## src/rtl/paint_pkg.sv

```systemverilog
// Shared definitions for the paint-tool blocks.
//   - state_t      : cursor drawer FSM states
//   - BLINK_W      : width of blink cycle counts
//   - DEF_BLINK_*  : default blink phase lengths, shared by paint blocks
//   - DEF_COLOR_*  : default ON/OFF pixel values
package paint_pkg;

  typedef enum logic [1:0] {
    IDLE = 2'd0,
    EMIT = 2'd1,
    DONE = 2'd2
  } state_t;

  localparam int BLINK_W = 24;

  localparam logic [BLINK_W-1:0] DEF_BLINK_ON_CYC  = 24'd6000000;
  localparam logic [BLINK_W-1:0] DEF_BLINK_OFF_CYC = 24'd6000000;

  localparam logic [7:0] DEF_COLOR_ON  = 8'hFF;
  localparam logic [7:0] DEF_COLOR_OFF = 8'h00;

endpackage

```

## src/rtl/blink_timer.sv

```systemverilog
// Free-running blink phase generator.
//   clk      : system clock
//   rst      : asynchronous active-low reset (phase ON, count 0)
//   phase_on : 1 for ON_CYC cycles, then 0 for OFF_CYC cycles, repeating
module blink_timer
  import paint_pkg::*;
#(
  parameter logic [BLINK_W-1:0] ON_CYC  = DEF_BLINK_ON_CYC,
  parameter logic [BLINK_W-1:0] OFF_CYC = DEF_BLINK_OFF_CYC
) (
  input  logic clk,
  input  logic rst,
  output logic phase_on
);

  logic [BLINK_W-1:0] cnt;
  logic               phase_end;

  // The count restarts at each phase boundary, so it measures cycles
  // spent in the current phase.
  assign phase_end = phase_on ? (cnt == ON_CYC - 1'b1) : (cnt == OFF_CYC - 1'b1);

  always_ff @(posedge clk or negedge rst) begin
    if (!rst) begin
      cnt      <= '0;
      phase_on <= 1'b1;
    end else if (phase_end) begin
      cnt      <= '0;
      phase_on <= ~phase_on;
    end else begin
      cnt <= cnt + 1'b1;
    end
  end

endmodule

```

## src/rtl/draw_cursor_sized.sv

```systemverilog
// Draws an N x N square cursor into a framebuffer write port.
//   clk, rst          : clock, asynchronous active-low reset
//   init              : start request, accepted in IDLE only
//   in_x, in_y        : top-left anchor of the cursor
//   size              : side length (0 -> 1, above SIZE_MAX -> SIZE_MAX)
//   blink_en          : 1 = colour follows blink phase, 0 = always COLOR_ON
//   wr_ready          : framebuffer accepts the current pixel
//   out_x, out_y      : pixel coordinate being written
//   px_data           : pixel value being written
//   paint             : write valid
//   busy              : high from the cycle after accept through DONE
//   cursor_done       : one-cycle completion pulse
//
// Write handshake: a pixel transfers on a cycle where paint and wr_ready are
// both 1; while paint is 1 and wr_ready is 0, out_x/out_y/px_data are held.
// Pixels falling off the grid are skipped with one paint=0 cycle each.
module draw_cursor_sized
  import paint_pkg::*;
#(
  parameter int                 COORD_W       = 6,
  parameter int                 PX_W          = 8,
  parameter int                 SIZE_MAX      = 4,
  parameter int                 SIZE_W        = 3,
  parameter logic [BLINK_W-1:0] BLINK_ON_CYC  = DEF_BLINK_ON_CYC,
  parameter logic [BLINK_W-1:0] BLINK_OFF_CYC = DEF_BLINK_OFF_CYC,
  parameter logic [PX_W-1:0]    COLOR_ON      = PX_W'(DEF_COLOR_ON),
  parameter logic [PX_W-1:0]    COLOR_OFF     = PX_W'(DEF_COLOR_OFF)
) (
  input  logic               clk,
  input  logic               rst,
  input  logic               init,
  input  logic [COORD_W-1:0] in_x,
  input  logic [COORD_W-1:0] in_y,
  input  logic [SIZE_W-1:0]  size,
  input  logic               blink_en,
  input  logic               wr_ready,
  output logic [COORD_W-1:0] out_x,
  output logic [COORD_W-1:0] out_y,
  output logic [PX_W-1:0]    px_data,
  output logic               paint,
  output logic               busy,
  output logic               cursor_done
);

  localparam logic [SIZE_W-1:0] N_MAX = SIZE_W'(SIZE_MAX);

  state_t              state, state_nx;
  logic [COORD_W-1:0]  x0, y0;
  logic [SIZE_W-1:0]   n, dx, dy, size_eff;
  logic [PX_W-1:0]     color;
  logic                phase_on;
  logic [COORD_W:0]    sum_x, sum_y;
  logic                clipped, last_px, advance, accept;

  blink_timer #(
    .ON_CYC (BLINK_ON_CYC),
    .OFF_CYC(BLINK_OFF_CYC)
  ) u_blink (
    .clk     (clk),
    .rst     (rst),
    .phase_on(phase_on)
  );

  always_comb begin
    size_eff = size;
    if (size == '0)        size_eff = SIZE_W'(1);
    else if (size > N_MAX) size_eff = N_MAX;
  end

  // One extra bit so a pixel past the right/bottom edge shows up as a carry.
  assign sum_x   = {1'b0, x0} + (COORD_W+1)'(dx);
  assign sum_y   = {1'b0, y0} + (COORD_W+1)'(dy);
  assign clipped = sum_x[COORD_W] | sum_y[COORD_W];
  assign last_px = (dx == n - 1'b1) && (dy == n - 1'b1);
  assign accept  = (state == IDLE) && init;

  always_ff @(posedge clk or negedge rst) begin
    if (!rst) state <= IDLE;
    else      state <= state_nx;
  end

  always_comb begin
    state_nx    = state;
    advance     = 1'b0;
    paint       = 1'b0;
    out_x       = '0;
    out_y       = '0;
    px_data     = '0;
    busy        = 1'b0;
    cursor_done = 1'b0;
    unique case (state)
      IDLE: begin
        if (init) state_nx = EMIT;
      end
      EMIT: begin
        busy = 1'b1;
        if (clipped) begin
          advance = 1'b1;
        end else begin
          paint   = 1'b1;
          out_x   = sum_x[COORD_W-1:0];
          out_y   = sum_y[COORD_W-1:0];
          px_data = color;
          advance = wr_ready;
        end
        if (advance && last_px) state_nx = DONE;
      end
      DONE: begin
        busy        = 1'b1;
        cursor_done = 1'b1;
        state_nx    = IDLE;
      end
      default: state_nx = IDLE;
    endcase
  end

  // Draw context is captured once at accept; later input changes are ignored.
  always_ff @(posedge clk or negedge rst) begin
    if (!rst) begin
      x0    <= '0;
      y0    <= '0;
      n     <= '0;
      color <= '0;
      dx    <= '0;
      dy    <= '0;
    end else if (accept) begin
      x0    <= in_x;
      y0    <= in_y;
      n     <= size_eff;
      color <= (blink_en && !phase_on) ? COLOR_OFF : COLOR_ON;
      dx    <= '0;
      dy    <= '0;
    end else if (advance) begin
      if (dx == n - 1'b1) begin
        dx <= '0;
        dy <= dy + 1'b1;
      end else begin
        dx <= dx + 1'b1;
      end
    end
  end

endmodule

```

## config.mk

```make
export PLATFORM = sky130hd
export DESIGN_NAME = draw_cursor_sized
export DESIGN_NICKNAME = d
export VERILOG_FILES = /design/src/rtl/paint_pkg.sv /design/src/rtl/blink_timer.sv /design/src/rtl/draw_cursor_sized.sv
export SDC_FILE = /design/constraint.sdc
export NUM_CORES = 1
export LEC_CHECK = 0
export BUFFER_PORTS_ARGS = -buffer_cell sky130_fd_sc_hd__buf_2
export CAP_MARGIN = 20
export CORE_MARGIN = 1
export CORE_UTILIZATION = 47
export DETAILED_ROUTE_END_ITERATION = 8
export GPL_ROUTABILITY_DRIVEN = 0
export PLACE_DENSITY = 0.77
export SLEW_MARGIN = 40
export SYNTH_ARGS = -nofsm -noshare
export SYNTH_HDL_FRONTEND = slang
export SYNTH_HIERARCHICAL = 1
export SYNTH_SLANG_ARGS = --single-unit
```

## constraint.sdc

```tcl
create_clock -name clk -period 2.3 [get_ports clk]
set_input_delay 0.23 -clock clk [delete_from_list [all_inputs] [get_ports clk]]
set_output_delay 0.23 -clock clk [all_outputs]
set_load 0.05 [all_outputs]
```

Yosys cells after proc, flatten, opt, wreduce, memory -nomap -nowiden:

Cells that the tools add are included.

* register bits after elaboration: 56
* output and inout port bits: 23
* logic and storage cells: 63

* add/subtract/negate cells: 6
* $lt $le $gt $ge: 1
* equal/unequal tests: 7
* mux-type cells: 26
* bitwise logic cells: 2
* reductions and logical operators: 12

Operator list (count)
* $add 24x1->24 const B: 1
* $eq 24x23->1 const B: 1
* $mux 24: 1
* $mux 3: 8
* $mux 6: 4
* $mux 8: 3
* $add 6x3->7: 2
* $mux 1: 7
* $add 3x1->3 const B: 2
* $eq 3x3->1: 2
* $logic_and 1x1->1: 4
* $mux 2: 2
* $ne 2x2->1 const B: 2
* $pmux 2 s2: 1
* $reduce_and 2->1: 2
* $reduce_bool 2->1: 2
* $gt 3x3->1 const B: 1
* $logic_not 3->1: 1
* $sub 3x1->3 const B: 1
* $eq 2x1->1 const B: 1
* $eq 2x2->1 const B: 1
* $logic_not 2->1: 1
* $reduce_or 2->1: 1
* $logic_not 1->1: 1
* other kinds (2): 2

Logic depth before layout (Yosys ltp):

* word-level depth: 7
* mapped depth: 10
* mapped depth without buffers: 8

Cells and area by module:

The synthesis kept the hierarchy.

Modules (own cells, without submodules)
* draw_cursor_sized: instances 1, cells each 155, area each 1604.0 sq um, sequential area each 600.6 sq um
* blink_timer: instances 1, cells each 129, area each 1282.5 sq um, sequential area each 626.9 sq um

Least setup slack after synthesis:

No wires, ideal clock.

* kind: register to output
* start: register dy[0]
* end: output port px_data[1]
* arrival: 3.086 ns
* path slack: -1.016 ns
* stages on the path, launching flop included: 10
* cell sequence: dfrtp_1 > ha_1 > fa_1 > a21o_1 > and4_1 > nor2_1 > nand2_1 > clkbuf_1 > nor2_1 > buf_4

* longest elaborated chain between the ends: 4

RTL lines
* start, declared: RTL line draw_cursor_sized.sv:49 `logic [SIZE_W-1:0] n, dx, dy, size_eff;`
* start signal, assigned: RTL line draw_cursor_sized.sv:136 `dy <= dy + 1'b1;`
* $add 6x3->7: RTL line draw_cursor_sized.sv:72 `assign sum_y = {1'b0, y0} + (COORD_W+1)'(dy);`
* $or 1x1->1: RTL line draw_cursor_sized.sv:73 `assign clipped = sum_x[COORD_W] | sum_y[COORD_W];`
* $mux 8: RTL line draw_cursor_sized.sv:97 `if (clipped) begin`
* $mux 8: RTL line draw_cursor_sized.sv:91 `unique case (state)`
* end, declared: RTL line draw_cursor_sized.sv:39 `output logic [PX_W-1:0] px_data,`

No other way between the ends.

Worst setup path in the final report:

* start: register dy[0]
* end: output port px_data[5]

Same word-level chain as after synthesis.

==> summary.md <==
| Metric | Value |
|---|---|
| Layout area overhead | `30.6%` |
| Simple-Gate Fraction of Synth Area | `0.218` |
| Chip Width | `80.4 um` |
| Final-stage net count | `380` |
| Post-Place Worst Slack | `-0.0202 ns` |
| Register-to-register setup slack | `-0.11 ns` |
| Status | `complete, but fails checks` |
| Number of buffers added to fix hold violations after cts | `0` |
| Clock latency on the worst-skew pair | `0.31 ns` |
| Period Utilization, post-route | `1.13` |
| Period minus WS final | `2.60 ns` |
| Root Buffer Master | `clkbuf_8` |
| Via/cell ratio | `5.45` |
| Source of the critical timing path | `dy[0]` |
| Global-route usage over all layers | `0.200` |
| Cell area after synthesis | `0.00289 sq mm` |
| Number of cells traversed by the worst register-to-register path | `10` |
| Worst-case headroom to the max-slew limit | `0.590` |
| Synth warnings | `6` |
| Initial core utilization | `0.488` |
| Biggest cell delay along the critical path | `0.40 ns` |
| Total grt overflow | `0` |
| Die H | `80.4 um` |
| Number of DRC violations after detailed routing | `0` |
| Post-synthesis adder-cell area fraction | `0.0746` |
| Share of the core filled with cells | `0.637` |
| First DRT Iteration DRCs | `93` |
| Area of combinational cells with multiple inputs | `0.00164 sq mm` |
| Flip-flop and latch count after synthesis | `49` |
| Mean cell area of the mapped netlist | `10.2 sq um` |
| TritonCTS clock tree | `done` |
| Number of global-route vias before repair | `2,215` |
| Startpoint type of the worst setup path | `flip-flop` |
| Gate Count Post-Synth | `284` |
| Worst path cell trace | `ha_2 > fa_2 > a21o_1 > and4_4 > nor2_4 > nand2_4 > buf_6 > nor2_4 > buf_12 > buf_12` |
| Endpoint of the worst-slack reg-to-reg timing path | `dx[2]` |
| Global-route wire length before repair | `9970 um` |
| Worst setup slack after layout | `-0.304 ns` |
| Max capacitance violation total | `0` |
| 1st-pass router iterations | `4` |
| Summed negative setup slack over all endpoints | `-5.30 ns` |
| H-Tree Depth | `2` |
| Unique cell type count in the Yosys netlist | `51` |
| Clk sink count | `49` |
| Full die area | `0.00646 sq mm` |
| CTS Buffer Depth | `2` |
| # port buffers | `42` |
| Main combinational cell family by area after synthesis | `simple AND/OR/NAND/NOR gates` |
| Cts bufs inserted | `5` |
| Maximum number of pins on one net before global-route repair | `50` |
| Critical path capture point type | `output pin` |
| Area of the core region | `0.00592 sq mm` |
| Antenna violations before repair | `0` |
| Worst clock skew | `0.0209 ns` |
| Violations in the final reports | `setup timing` |
| Share of synthesized area spent on multiplexers | `0.0620` |
| Fmax | `384 MHz` |
| Clk pin slew, worst setup/hold paths | `0.10 ns` |
| Power density over the cells | `1280 mW/mm^2` |
| RSZ-0062 raised after global routing | `true` |
| R2r startpoint | `dx[0]` |
| Post-synthesis share of cell area spent on xor and xnor gates | `0.105` |
| Worst Setup Path Type | `reg2out` |
| Final HPWL from detailed placement | `4260 um` |
| Worst Tran Pin Value | `0.614 ns` |
| Slowest library cell on the worst path | `dfrtp_1` |
| Detail-routed net length per standard cell | `14.5 um` |
| Proportion of layout cells with a drive suffix above 1 | `0.354` |
| Number of fill cells in the layout | `469` |
| Remaining number of nets flagged by the antenna check after routing | `0` |
| Worst supply voltage drop on vdd | `1050 uV` |
| Hold WS | `0.0205 ns` |
| Sequential element share of the synthesized area | `0.425` |
| Number of cell rows | `28` |
| Share of the synthesized area in compound gates (AO/OA/AOI/OAI) | `0.0707` |
| Final hold violation count | `0` |
| Reg area | `0.00123 sq mm` |
| Top FF cell, synth | `dfrtp_1` |
| Leakage component of the power | `1.75 nW` |
| Net count after synthesis | `320` |
| Count of flip-flops with a built-in enable after synthesis | `0` |
| Type of the tightest min-delay check | `in2async` |
| Final setup violation count | `22` |
| Antenna Cells | `0` |
| Required time worst endpoint | `2.07 ns` |
| Total design power | `4.84 mW` |
| Arrival time of the worst setup path | `2.37 ns` |
| Async set-reset flop share out of synthesis | `1.00` |
| Total I/O pin count | `43` |
| Pins over their slew limit | `0` |
| Post-detailed-routing wire length | `6110 um` |
| Largest fanout on the critical path | `8` |
| Vias | `2,291` |
-- metrics by stage --
stage               cell area [sq um]  cells
finish                           3770    420
global route                     3770    420
CTS                              3680    416
detailed placement               3290    405
global placement                 3290    405
floorplan                        2970    284
-- cell usage after synthesis (2+ instances only) --
cell type	instances	share of area
dfrtp_1	48	0.42
nand4_1	12	0.026
buf_4	7	0.018
ha_1	14	0.061
inv_1	12	0.016
mux2_2	14	0.055
clkbuf_1	5	0.0065
xnor2_1	14	0.042
nor2b_1	4	0.0087
and2_1	3	0.0065
or3_1	2	0.0043
nor4_1	4	0.0087
and4_1	6	0.018
o21ai_0	7	0.012
xor2_1	16	0.049
and3_1	6	0.013
nand3_1	10	0.017
a21oi_1	8	0.014
o22ai_1	2	0.0043
nor2_1	29	0.038
nor3_1	7	0.012
buf_2	2	0.0035
fa_1	2	0.014
nor4bb_1	2	0.0069
a21o_1	3	0.0078
a21boi_1	3	0.0078
nand2_1	18	0.023
-- where the power goes --
part	internal (mW)	switching, mW
clock network	0.354	0.292
registers	1.03	0.157
logic	1.31	1.69
-- cells by family (layout without fill, tap and decap cells) --
| family | count (synthesis) | count (layout) |
|---|---|---|
| AND/OR/NAND/NOR | 114 | 114 |
| multiplexers | 16 | 16 |
| flip-flops | 49 | 49 |
| buffers and inverters | 26 | 87 |
| AO/OA/AOI/OAI | 31 | 31 |
| adder cells (fa/ha/maj) | 16 | 16 |
| XOR/XNOR | 32 | 32 |
-- worst max path at each step --
stage	endpoint	slack, ns	depth (start not counted)
final	px_data[5]	-0.30	10
after global routing	px_data[5]	-0.40	10
after CTS	px_data[7]	-0.26	10
after detailed placement	px_data[5]	-0.02	9
after global placement	px_data[0]	0.01	9
after floorplan	px_data[1]	-0.30	10
-- state kept, by name (all words and copies together), names as in the netlist --
signal / count
color: 1
state: 2
dy: 3
y0: 6
x0: 6
n: 3
u_blink/cnt: 24
dx: 3
u_blink/phase_on: 1
-- what timing repair did --
item	CTS	global route
endpoints found under the setup margin	22	27
gates resized for setup	67	14
pin swaps	6	2
buffers inserted	3	4
-- critical path: cells and delay by family, from the launching register on --
family	cells	cell delay, ns
simple gates	4	0.49
fa+ha+maj	2	0.54
flops	1	0.40
buf+inv	3	0.44
compound gates	1	0.18
-- cell type report --
cell class                 count  area share
timing repair buffer          67       0.170
clock buffer                   6      0.0219
clock inverter                 2     0.00995
tap                           75      0.0249
multi-input combinational    209       0.436
sequential                    49       0.325
inverter                      12      0.0119
-- cell usage in the layout, fill, tap and decap left out, types with 4 or more instances in the layout --
cell	n
nor2_2	4
dfrtp_1	48
buf_8	5
clkbuf_8	6
buf_12	9
mux2_2	14
nor4_1	4
nand4_1	12
nor2b_1	4
ha_1	12
nor2_4	6
and3_1	6
buf_2	21
o21ai_0	7
nor3_1	5
xnor2_1	14
and4_1	5
nor2_1	19
nand3_1	10
nand2_1	17
inv_1	11
buf_6	11
buf_4	21
a21oi_1	7
xor2_1	16
-- metal layers --
metal / wire length (um) / track usage / up-vias
met4: 69 / 0.0500 / 0
met5: 0 / 0 / -
met3: 220 / 0.0420 / 8
met1: 2580 / 0.232 / 1124
met2: 3240 / 0.371 / 41
li1: - / - / 1118
(Power assumes the default switching activity.)
